### src/rtl/osc_mon_pkg.sv
// Shared types and width helpers for the windowed oscillation monitor.
package osc_mon_pkg;

  localparam int TRIP_CNT_W = 8;

  typedef enum logic [2:0] {
    ST_IDLE    = 3'd0,
    ST_PRIME   = 3'd1,
    ST_MONITOR = 3'd2,
    ST_HOLD    = 3'd3,
    ST_LOCK    = 3'd4
  } state_e;

  // Bits needed for a counter covering 0..n-1 (never less than 1).
  function automatic int cnt_w(input int n);
    return (n <= 2) ? 1 : $clog2(n);
  endfunction

  function automatic int win_cnt_w(input int win_len);
    return cnt_w(win_len);
  endfunction

  function automatic int hold_cnt_w(input int hold_len);
    return cnt_w(hold_len);
  endfunction

  // Toggle counter must hold 0..thresh inclusive.
  function automatic int tog_cnt_w(input int thresh);
    return cnt_w(thresh + 1);
  endfunction

endpackage

### src/rtl/osc_ch_counter.sv
// One monitored net: previous-sample register, toggle detect, saturating toggle count.
module osc_ch_counter
  import osc_mon_pkg::*;
#(
  parameter int THRESH = 4,
  parameter int CW     = tog_cnt_w(THRESH)
) (
  input  logic clk,
  input  logic rst_n,
  input  logic clear,
  input  logic prime,
  input  logic eval,
  input  logic last,
  input  logic sig,
  output logic trip
);

  logic          prev;
  logic [CW-1:0] cnt, cnt_nxt;
  logic          tog;

  assign tog     = sig ^ prev;
  assign cnt_nxt = (tog && cnt != CW'(THRESH)) ? cnt + CW'(1) : cnt;
  // Count saturates at THRESH, so equality is the same as reaching it.
  assign trip    = eval && last && (cnt_nxt == CW'(THRESH));

  always_ff @(posedge clk) begin
    if (!rst_n || clear) begin
      prev <= 1'b0;
      cnt  <= '0;
    end else if (prime) begin
      prev <= sig;
      cnt  <= '0;
    end else if (eval) begin
      prev <= sig;
      cnt  <= last ? '0 : cnt_nxt;
    end
  end

endmodule

### src/rtl/osc_window_monitor.sv
// Multi-channel windowed toggle monitor driving per-channel feedback-break enables.
module osc_window_monitor
  import osc_mon_pkg::*;
#(
  parameter int NUM_CH   = 4,
  parameter int WIN_LEN  = 16,
  parameter int THRESH   = 4,
  parameter int HOLD_LEN = 8
) (
  input  logic                  clk,
  input  logic                  rst_n,
  input  logic                  en,
  input  logic                  mode_auto,
  input  logic                  clr,
  input  logic [NUM_CH-1:0]     sig_in,
  output logic [NUM_CH-1:0]     osc_flag,
  output logic [NUM_CH-1:0]     brk,
  output logic                  win_done,
  output logic [2:0]            state_o,
  output logic [TRIP_CNT_W-1:0] trip_cnt
);

  localparam int WIN_W  = win_cnt_w(WIN_LEN);
  localparam int HOLD_W = hold_cnt_w(HOLD_LEN);

  state_e              state, state_nxt;
  logic [WIN_W-1:0]    win_cnt;
  logic [HOLD_W-1:0]   hold_cnt;
  logic [NUM_CH-1:0]   trip;
  logic                win_last, hold_last, abort, trip_evt, release_brk;
  logic [NUM_CH-1:0]   flag_base;
  logic [TRIP_CNT_W-1:0] tcnt_base;

  assign win_last  = (state == ST_MONITOR) && (win_cnt == WIN_W'(WIN_LEN - 1));
  assign hold_last = (state == ST_HOLD) && (hold_cnt == HOLD_W'(HOLD_LEN - 1));
  assign win_done  = win_last;
  assign state_o   = state;

  // Dropping en outranks everything else happening in the same cycle.
  assign abort       = (state != ST_IDLE) && !en;
  assign trip_evt    = win_last && (|trip) && !abort;
  assign release_brk = (hold_last && mode_auto) || ((state == ST_LOCK) && clr);

  for (genvar gi = 0; gi < NUM_CH; gi++) begin : g_ch
    osc_ch_counter #(.THRESH(THRESH)) u_ch (
      .clk   (clk),
      .rst_n (rst_n),
      .clear (!en),
      .prime (state == ST_PRIME),
      .eval  (state == ST_MONITOR),
      .last  (win_last),
      .sig   (sig_in[gi]),
      .trip  (trip[gi])
    );
  end

  always_comb begin
    state_nxt = state;
    if (abort) begin
      state_nxt = ST_IDLE;
    end else begin
      case (state)
        ST_IDLE:    if (en) state_nxt = ST_PRIME;
        ST_PRIME:   state_nxt = ST_MONITOR;
        ST_MONITOR: if (trip_evt) state_nxt = ST_HOLD;
        ST_HOLD:    if (hold_last) state_nxt = mode_auto ? ST_PRIME : ST_LOCK;
        ST_LOCK:    if (clr) state_nxt = ST_PRIME;
        default:    state_nxt = ST_IDLE;
      endcase
    end
  end

  // A trip in the same cycle as clr re-applies on top of the cleared values.
  assign flag_base = clr ? '0 : osc_flag;
  assign tcnt_base = clr ? '0 : trip_cnt;

  always_ff @(posedge clk) begin
    if (!rst_n) begin
      state    <= ST_IDLE;
      win_cnt  <= '0;
      hold_cnt <= '0;
      brk      <= '0;
      osc_flag <= '0;
      trip_cnt <= '0;
    end else begin
      state <= state_nxt;
      if (abort) begin
        win_cnt  <= '0;
        hold_cnt <= '0;
        brk      <= '0;
      end else begin
        win_cnt  <= (state == ST_MONITOR && !win_last) ? win_cnt + WIN_W'(1) : '0;
        hold_cnt <= (state == ST_HOLD && !hold_last) ? hold_cnt + HOLD_W'(1) : '0;
        if (trip_evt) begin
          brk      <= trip;
          osc_flag <= flag_base | trip;
          trip_cnt <= (tcnt_base == '1) ? tcnt_base : tcnt_base + TRIP_CNT_W'(1);
        end else begin
          if (release_brk) brk <= '0;
          osc_flag <= flag_base;
          trip_cnt <= tcnt_base;
        end
      end
    end
  end

endmodule

### config.mk
export PLATFORM = sky130hd
export DESIGN_NAME = osc_window_monitor
export DESIGN_NICKNAME = d
export VERILOG_FILES = /design/src/rtl/osc_mon_pkg.sv /design/src/rtl/osc_ch_counter.sv /design/src/rtl/osc_window_monitor.sv
export SDC_FILE = /design/constraint.sdc
export NUM_CORES = 1
export LEC_CHECK = 0
export ABC_CLOCK_PERIOD_IN_PS = 2340
export CORE_UTILIZATION = 51
export CTS_BUF_LIST = sky130_fd_sc_hd__clkbuf_4 sky130_fd_sc_hd__clkbuf_8
export CTS_CLUSTER_SIZE = 20
export DETAILED_ROUTE_END_ITERATION = 8
export GPL_ROUTABILITY_DRIVEN = 0
export PLACE_DENSITY_LB_ADDON = 0.3
export REMOVE_ABC_BUFFERS = 1
export SLEW_MARGIN = 20
export SYNTH_ARGS = -nofsm -noshare
export SYNTH_HDL_FRONTEND = slang
export SYNTH_SLANG_ARGS = --single-unit
### constraint.sdc
create_clock -name clk -period 2.34 [get_ports clk]
set_input_delay 0.234 -clock clk [delete_from_list [all_inputs] [get_ports clk]]
set_output_delay 0.234 -clock clk [all_outputs]
set_load 0.1 [all_outputs]
==> impl_metrics.csv, run 1 <==
group,metric,value,unit
grt,grt_pass1_wl,8470,µm
power_and_ir_drop,power.density,694,mW/mm²
worst_setup_path,critPathKind,"reg -> reg",
placed_design,dp_hpwl,3930,µm
cts,cts_buffers,5,
worst_setup_path,path_max_fanout,6,
floorplanning,die_y,68.5,µm
detailed_routing,wl_per_cell,14.7,µm
synth,synth_area,0.00226,mm²
final_layout,final_area,0.00290,mm²
synth,synth_edf_count,0,
final_layout,num_antenna_cells,0,
synth,synth.area.top_cells,"dfxtp_1 37%, ha_1 6.7%, nand2_1 5.8%",
placed_design,preCtsSetupSlack,-162,ps
worst_setup_path,max_stage_delay,340,ps
detailed_routing,viasPerCell,5.82,
worst_hold_path,min_path_type,"reg -> reg",
sta,drv_slew,0,
detailed_routing,drt_iter0_drc,164,
sta,fmax,0.441,GHz
detailed_routing,vias,2183,
worst_setup_path,worstPathRequired,2520,ps
worst_setup_path,crit_buf_inv,1,
sta,tightest_slew,946,ps
sta,fin_skew,9.73,ps
grt,grt_max_degree,13,
synth,postSynthCellCount,270,
floorplanning,ios,29,
sta,max_slew_margin,36.8,%
worst_setup_path,crit_chain,"ha_1 > xnor2_1 > or3_1 > mux2i_2 > a31oi_2 > buf_4 > a21oi_4 > a21oi_2 > o311a_1",
cts,cts.reportedPaths.clkPinSlew,80,ps
floorplanning,rows,23,
final_layout,layoutNonFillerInstCount,375,
sta,post-route-period-util,96.9,%
detailed_routing,drc,0,
synth,netlist.area_leader.share,37.3,%
grt,grt_pass1_vias,1932,
sta,setup-tns-final,0,ps
flow_run,cap_violations,0,
cts,cts-root-buf,"clkbuf_8",
grt,antenna_found_initial,0,
floorplanning,coreArea,0.00412,mm²
worst_setup_path,arrival,2450,ps
outcome,status,"finished clean",
sta,setup_viol,0,
cts,cts_tree,"built",
synth,synth_cell_types,46,
grt,grt_usage,24.5,%
floorplanning,initial_utilization,54.8,%
placed_design,dpl_cell_area,0.00270,mm²
synth,synth_ff_type,"dfxtp_1",
cts,clock-sinks,42,
synth,ys_seq_elements,42,
final_layout,final_nets,345,
sta,hold_viol,0,
power_and_ir_drop,p_leak,1.17,nW
final_layout,drive_gt1_share,22.5,%
synth,async_flop_share,0,%
worst_setup_path,cp_slowest_cell,"dfxtp_2",
worst_setup_path,start_kind,"flip-flop",
detailed_routing,firstDrtPassIters,4,
synth,yosys_warnings,0,
worst_setup_path,cpLargestDelayFamily,"compound AO/OA/AOI/OAI gates",
sta,period_minus_slack,2270,ps
placed_design,portBuffers,28,
cts,ctsHtreeMaxLevel,2,
floorplanning,die-width,68.5,µm
floorplanning,dieArea,0.00470,mm²
cts,clk-insertion-delay-late,300,ps
placed_design,dp_cells,363,
sta,timing.hold.ws,429,ps
worst_setup_path,end_kind,"flip-flop",
cts,clk_path_buf_depth,2,
synth,synth_seq_area_share,37.3,%
sta,fin_ws,72.6,ps
detailed_routing,antenna_left,0,
power_and_ir_drop,vdd_ir_drop_max,0.682,mV
grt,grt_overflow_total,0,
synth,syn_area_per_cell,8.36,µm²
synth,post-synth-top-area-cell,"dfxtp_1",
detailed_routing,drt_wl_total,5510,µm
cts,hold_buffers,0,
final_layout,area_growth_syn_to_layout,28.4,%
-- power breakdown --
| group | internal (mW) | switching, mW |
|---|---|---|
| Sequential | 0.749 | 0.0282 |
| Combinational | 0.251 | 0.484 |
| Clock | 0.250 | 0.248 |
| Total | 1.25 | 0.761 |
-- area by class of cell --
class,instances,area (µm²)
well taps,50,62.6
repair buffers,55,449
fillers,321,1220
clock buffers,7,90.1
clock inverters,1,5.00
inverters,12,45.0
multi-input cells,208,1400
flip-flops and latches,42,846
-- final timing paths --
path | slack [ps] | from | depth (start not counted) | endpoint
worst min register to register | 430 | hold_cnt[0]$_SDFF_PP0_ | 1 | hold_cnt[0]$_SDFF_PP0_
worst max register to register | 70 | g_ch[0].u_ch.cnt[0]$_SDFFE_PP0N_ | 9 | trip_cnt[3]$_SDFFE_PN0N_
worst min-delay path | 430 | hold_cnt[0]$_SDFF_PP0_ | 1 | hold_cnt[0]$_SDFF_PP0_
worst max-delay path | 70 | g_ch[0].u_ch.cnt[0]$_SDFFE_PP0N_ | 9 | trip_cnt[3]$_SDFFE_PN0N_
-- cells by family (layout without fill, tap and decap cells) --
| group | count (synthesis) | after routing | synth area share, % |
|---|---|---|---|
| simple gates | 118 | 118 | 26.5 |
| buf+inv | 20 | 75 | 3.71 |
| compound gates | 58 | 58 | 17.6 |
| fa+ha+maj | 12 | 12 | 6.65 |
| xor+xnor | 11 | 11 | 4.27 |
| mux | 9 | 9 | 3.99 |
| flops | 42 | 42 | 37.3 |
-- sequential cells by signal, summed over array words and instances, names as in the netlist --
register        cells
win_cnt             4
trip_cnt            8
g_ch.u_ch.prev      4
hold_cnt            3
g_ch.u_ch.cnt      12
brk                 4
state_o             3
osc_flag            4
-- stage by stage --
step	total power, mW	utilization, %
floorplan	1.28	-
global placement	1.49	65.5
detailed placement	1.51	65.5
CTS	2.00	68.5
global route	2.12	70.4
finish	2.01	70.4
-- synthesized netlist by cell type, types with 2 or more instances --
cell type,n
nand4b_1,3
a22oi_1,2
nor2_1,30
a31oi_1,3
or3_1,3
and3_1,8
inv_1,12
a21oi_1,22
nand4_1,2
xnor2_1,6
nand3b_1,5
clkbuf_1,6
nand3_1,10
a32oi_1,4
a211o_1,2
nor3_1,5
and2_1,6
a21boi_1,4
o21ai_0,7
ha_1,12
nor2b_1,4
mux2i_1,9
nand2_1,35
nor4b_1,2
xor2_1,5
dfxtp_1,42
a2111oi_2,2
-- what timing repair did --
action                                  4_1_cts  5_1_grt
setup buffers                                 3        1
cloned                                        0        0
pin swaps                                     1        6
endpoints found under the setup margin        2       13
gates resized for setup                       1       14
-- cell usage in the layout (no fill, tap or decap), drive strengths merged, types with 2 or more instances in the layout --
cell           synthesis  final
a32oi                  4      4
mux2i                  9      9
nor2b                  4      4
nor2                  31     31
a21oi                 24     24
nand3b                 5      5
inv                   12     12
xnor2                  6      6
nand3                 10     10
a211o                  2      2
a21boi                 5      5
clkdlybuf4s50          0      8
nand4b                 3      3
a31oi                  3      3
or3                    3      3
clkbuf                 6      7
a22oi                  2      2
o21ai                  8      8
xor2                   5      5
nor3                   5      5
a2111oi                2      2
nand4                  3      3
buf                    2     47
nand2                 35     35
and2                   6      6
nor4b                  2      2
dfxtp                 42     42
and3                   8      8
ha                    12     12
-- layer usage --
layer	track usage (%)	wire length, µm	vias to the layer above
li1	-	-	1064
met1	31.3	2460	1058
met2	40.0	2710	51
met3	5.76	249	10
met4	8.59	86	0
met5	0	0	-
No activity file was read; power rests on OpenSTA's default activity.
==> run 2, diff against run 1 <==
--- a/config.mk
+++ b/config.mk
@@ -11,9 +11,11 @@
 export CTS_CLUSTER_SIZE = 20
 export DETAILED_ROUTE_END_ITERATION = 8
 export GPL_ROUTABILITY_DRIVEN = 0
+export GPL_TIMING_DRIVEN = 0
 export PLACE_DENSITY_LB_ADDON = 0.3
 export REMOVE_ABC_BUFFERS = 1
 export SLEW_MARGIN = 20
 export SYNTH_ARGS = -nofsm -noshare
 export SYNTH_HDL_FRONTEND = slang
+export SYNTH_HIERARCHICAL = 1
 export SYNTH_SLANG_ARGS = --single-unit
==> run 2 against run 1 <==
Effect of this change:
- the flow now finishes with violations (negative setup slack)
- utilization grew 1.6 points
- wire length grew 22%
- largest power group unchanged
- die area grew 12%
- hold slack lost 37 ps
- final cell count grew 7.7%
- synthesized area grew 12%
- setup slack lost 140 ps
==> impl_metrics.csv, run 2 <==
group,metric,value,unit
cts,ctsHtreeMaxLevel,2,
synth,netlist.area_leader.share,33.2,%
detailed_routing,drt_iter0_drc,197,
floorplanning,rows,25,
synth,synth_ff_type,"dfxtp_1",
detailed_routing,drt_wl_total,6730,µm
placed_design,portBuffers,28,
worst_setup_path,critPathKind,"reg -> reg",
worst_setup_path,ff2ff_setup_slack,-60,ps
grt,grt_pass1_wl,10300,µm
worst_hold_path,worstHoldStart,"sig_in[0]",
floorplanning,dieArea,0.00525,mm²
cts,cts-root-buf,"clkbuf_8",
final_layout,final_nets,357,
synth,synth_seq_area_share,33.2,%
synth,postSynthCellCount,282,
worst_setup_path,path_max_fanout,5,
final_layout,num_antenna_cells,0,
detailed_routing,drc,0,
placed_design,dpl_cell_area,0.00286,mm²
outcome,status,"finished, violations left",
sta,tightest_slew,967,ps
grt,grt_usage,25.1,%
detailed_routing,wl_per_cell,16.7,µm
final_layout,area_growth_syn_to_layout,35.2,%
synth,yosysMostFrequentCell,"dfxtp_1",
final_layout,regMostFlops,"g_ch.u_ch/cnt",
synth,synth_area,0.00253,mm²
grt,antenna_found_initial,0,
sta,drv_slew,0,
sta,hold_viol,0,
worst_hold_path,min_path_type,"in -> reg",
synth,ys_seq_elements,42,
final_layout,utilization,72.0,%
final_layout,reg.largest.list,"g_ch.u_ch/cnt: 12 flops, trip_cnt: 8 flops",
sta,period_minus_slack,2400,ps
synth,syn_area_per_cell,8.98,µm²
floorplanning,coreArea,0.00475,mm²
worst_setup_path,r2r_start,"g_ch[0].u_ch/cnt[1]$_SDFFE_PP0P_",
floorplanning,initial_utilization,53.2,%
power_and_ir_drop,p_leak,1.17,nW
synth,async_flop_share,0,%
detailed_routing,firstDrtPassIters,4,
floorplanning,die_y,72.5,µm
cts,clock-sinks,42,
worst_setup_path,arrival,2620,ps
worst_setup_path,worstPathRequired,2560,ps
worst_hold_path,holdPathStages,3,
synth,synth_cell_types,54,
worst_setup_path,start_kind,"flip-flop",
sta,rsz0062_at_grt,"yes",
detailed_routing,viasPerCell,6.21,
floorplanning,die-width,72.5,µm
cts,cts_tree,"built",
cts,cts_buffers,5,
detailed_routing,antenna_left,0,
grt,grt_overflow_total,0,
final_layout,largest_reg_flops,12,
flow_run,cap_violations,0,
final_layout,layout_common_cells,"29 x dfxtp_1, 25 x clkdlybuf4s50_1, 22 x buf_4, 18 x a21oi_1, 15 x nand3_1",
worst_setup_path,end_kind,"flip-flop",
sta,fmax,0.416,GHz
sta,post-route-period-util,103,%
synth,synth_edf_count,0,
worst_setup_path,worstReg2RegEnd,"trip_cnt[7]$_SDFFE_PN0N_",
synth,synthTopCellsByCount,"42 x dfxtp_1, 18 x a21oi_1, 18 x nand3_1",
cts,clk_path_buf_depth,2,
sta,fin_ws,-64.1,ps
placed_design,preCtsSetupSlack,-829,ps
final_layout,fillers,339,
synth,post-synth-top-area-cell,"dfxtp_1",
floorplanning,ios,29,
final_layout,final_area,0.00342,mm²
sta,setup-tns-final,-122,ps
detailed_routing,vias,2507,
placed_design,dp_hpwl,3800,µm
cts,clk-insertion-delay-late,310,ps
sta,fin_skew,17.2,ps
outcome,violations,"negative setup slack",
grt,grt_max_degree,35,
sta,setup_viol,3,
worst_hold_path,hold_end,"g_ch[0].u_ch/prev$_SDFFE_PP0P_",
power_and_ir_drop,vdd_ir_drop_max,0.245,mV
grt,grt_pass1_vias,2185,
final_layout,mostFrequentLayoutCell,"dfxtp_1",
worst_setup_path,reg2reg_depth,9,
synth,synth.area.top_cells,"dfxtp_1 33%, ha_1 5.9%, a21oi_1 3.6%",
cts,cts.reportedPaths.clkPinSlew,100,ps
synth,yosys_warnings,6,
sta,max_slew_margin,35.3,%
power_and_ir_drop,power.density,455,mW/mm²
final_layout,drive_gt1_share,30.0,%
run 2: changes by cell type in the layout (fill, tap and decap cells not counted), moves of 7 or more:
cell / delta
buf_4: -23
nand2_1: -23
clkdlybuf4s50_1: +17
nor2_1: -16
a31oi_1: +11
dfxtp_1: -9
a211o_2: +7
run 2: report_power, final:
group	total (mW)	internal [mW]	switching [mW]
registers	0.731	0.716	0.0158
logic	0.216	0.0807	0.135
clock network	0.609	0.331	0.279
total	1.56	1.13	0.429
run 2: kinds of logic (layout without fill, tap and decap cells):
kind of cell             Yosys count  in the layout  synth area share [%]
buffers and inverters             22             75                  3.90
AND/OR/NAND/NOR                  102            104                  23.4
AO/OA/AOI/OAI                     88             88                  26.5
XOR/XNOR                          10             10                  4.65
flip-flops                        42             42                  33.2
multiplexers                       6              6                  2.37
adder cells (fa/ha/maj)           12             12                  5.93
run 2: through the flow:
step	std cells	hold slack [ps]	power, mW
global route	404	402	1.60
detailed placement	371	424	0.940
global placement	371	413	0.936
floorplan	276	371	0.881
CTS	391	441	1.54
finish	404	392	1.56
run 2: critical path: stages, from the launching register on:
cell and delay, ps:
dfxtp_2 370, inv_2 60, ha_4 150, nand3b_1 180, o211ai_1 350, a211oi_4 70
o41a_1 520, and3_4 210, a31o_1 180, a211oi_2 210
run 2: metal layers:
layer	GRT usage, %	wire (µm)	vias up	share of wire [%]
met5	0	0	-	0
met4	10.9	200	0	3.0
met3	4.72	351	20	5.2
met2	40.3	3160	78	47
met1	32.8	3020	1225	45
li1	-	-	1184	-
run 2: what timing repair did:
item | 4_1_cts | 5_1_grt
endpoints found under the setup margin | 18 | 13
pin swaps | 8 | 19
hold buffers | 0 | 0
setup buffers | 10 | 13
gates cloned | 2 | 0
resized for setup | 43 | 24
run 2: area by class of cell:
type | count | area (µm²) | share of cell area, %
multi-input cells | 220 | 1820 | 53.2
flip-flops and latches | 42 | 872 | 25.5
repair buffers | 51 | 463 | 13.5
well taps | 67 | 83.8 | 2.45
clock buffers | 6 | 76.3 | 2.23
inverters | 16 | 67.6 | 1.97
clock inverters | 2 | 37.5 | 1.10
run 2: worst max path at each step:
stage,startpoint,end,cells past startpoint
detailed placement,state_o[1]$_SDFFE_PP0P_,trip_cnt[0]$_SDFFE_PN0N_,8
finish,g_ch[0].u_ch/cnt[1]$_SDFFE_PP0P_,trip_cnt[7]$_SDFFE_PN0N_,9
global placement,state_o[1]$_SDFFE_PP0P_,trip_cnt[7]$_SDFFE_PN0N_,8
CTS,g_ch[1].u_ch/cnt[0]$_SDFFE_PP0P_,trip_cnt[7]$_SDFFE_PN0N_,9
global route,state_o[2]$_SDFFE_PP0P_,trip_cnt[6]$_SDFFE_PN0N_,10
floorplan,state_o[1]$_SDFFE_PP0P_,trip_cnt[6]$_SDFFE_PN0N_,8
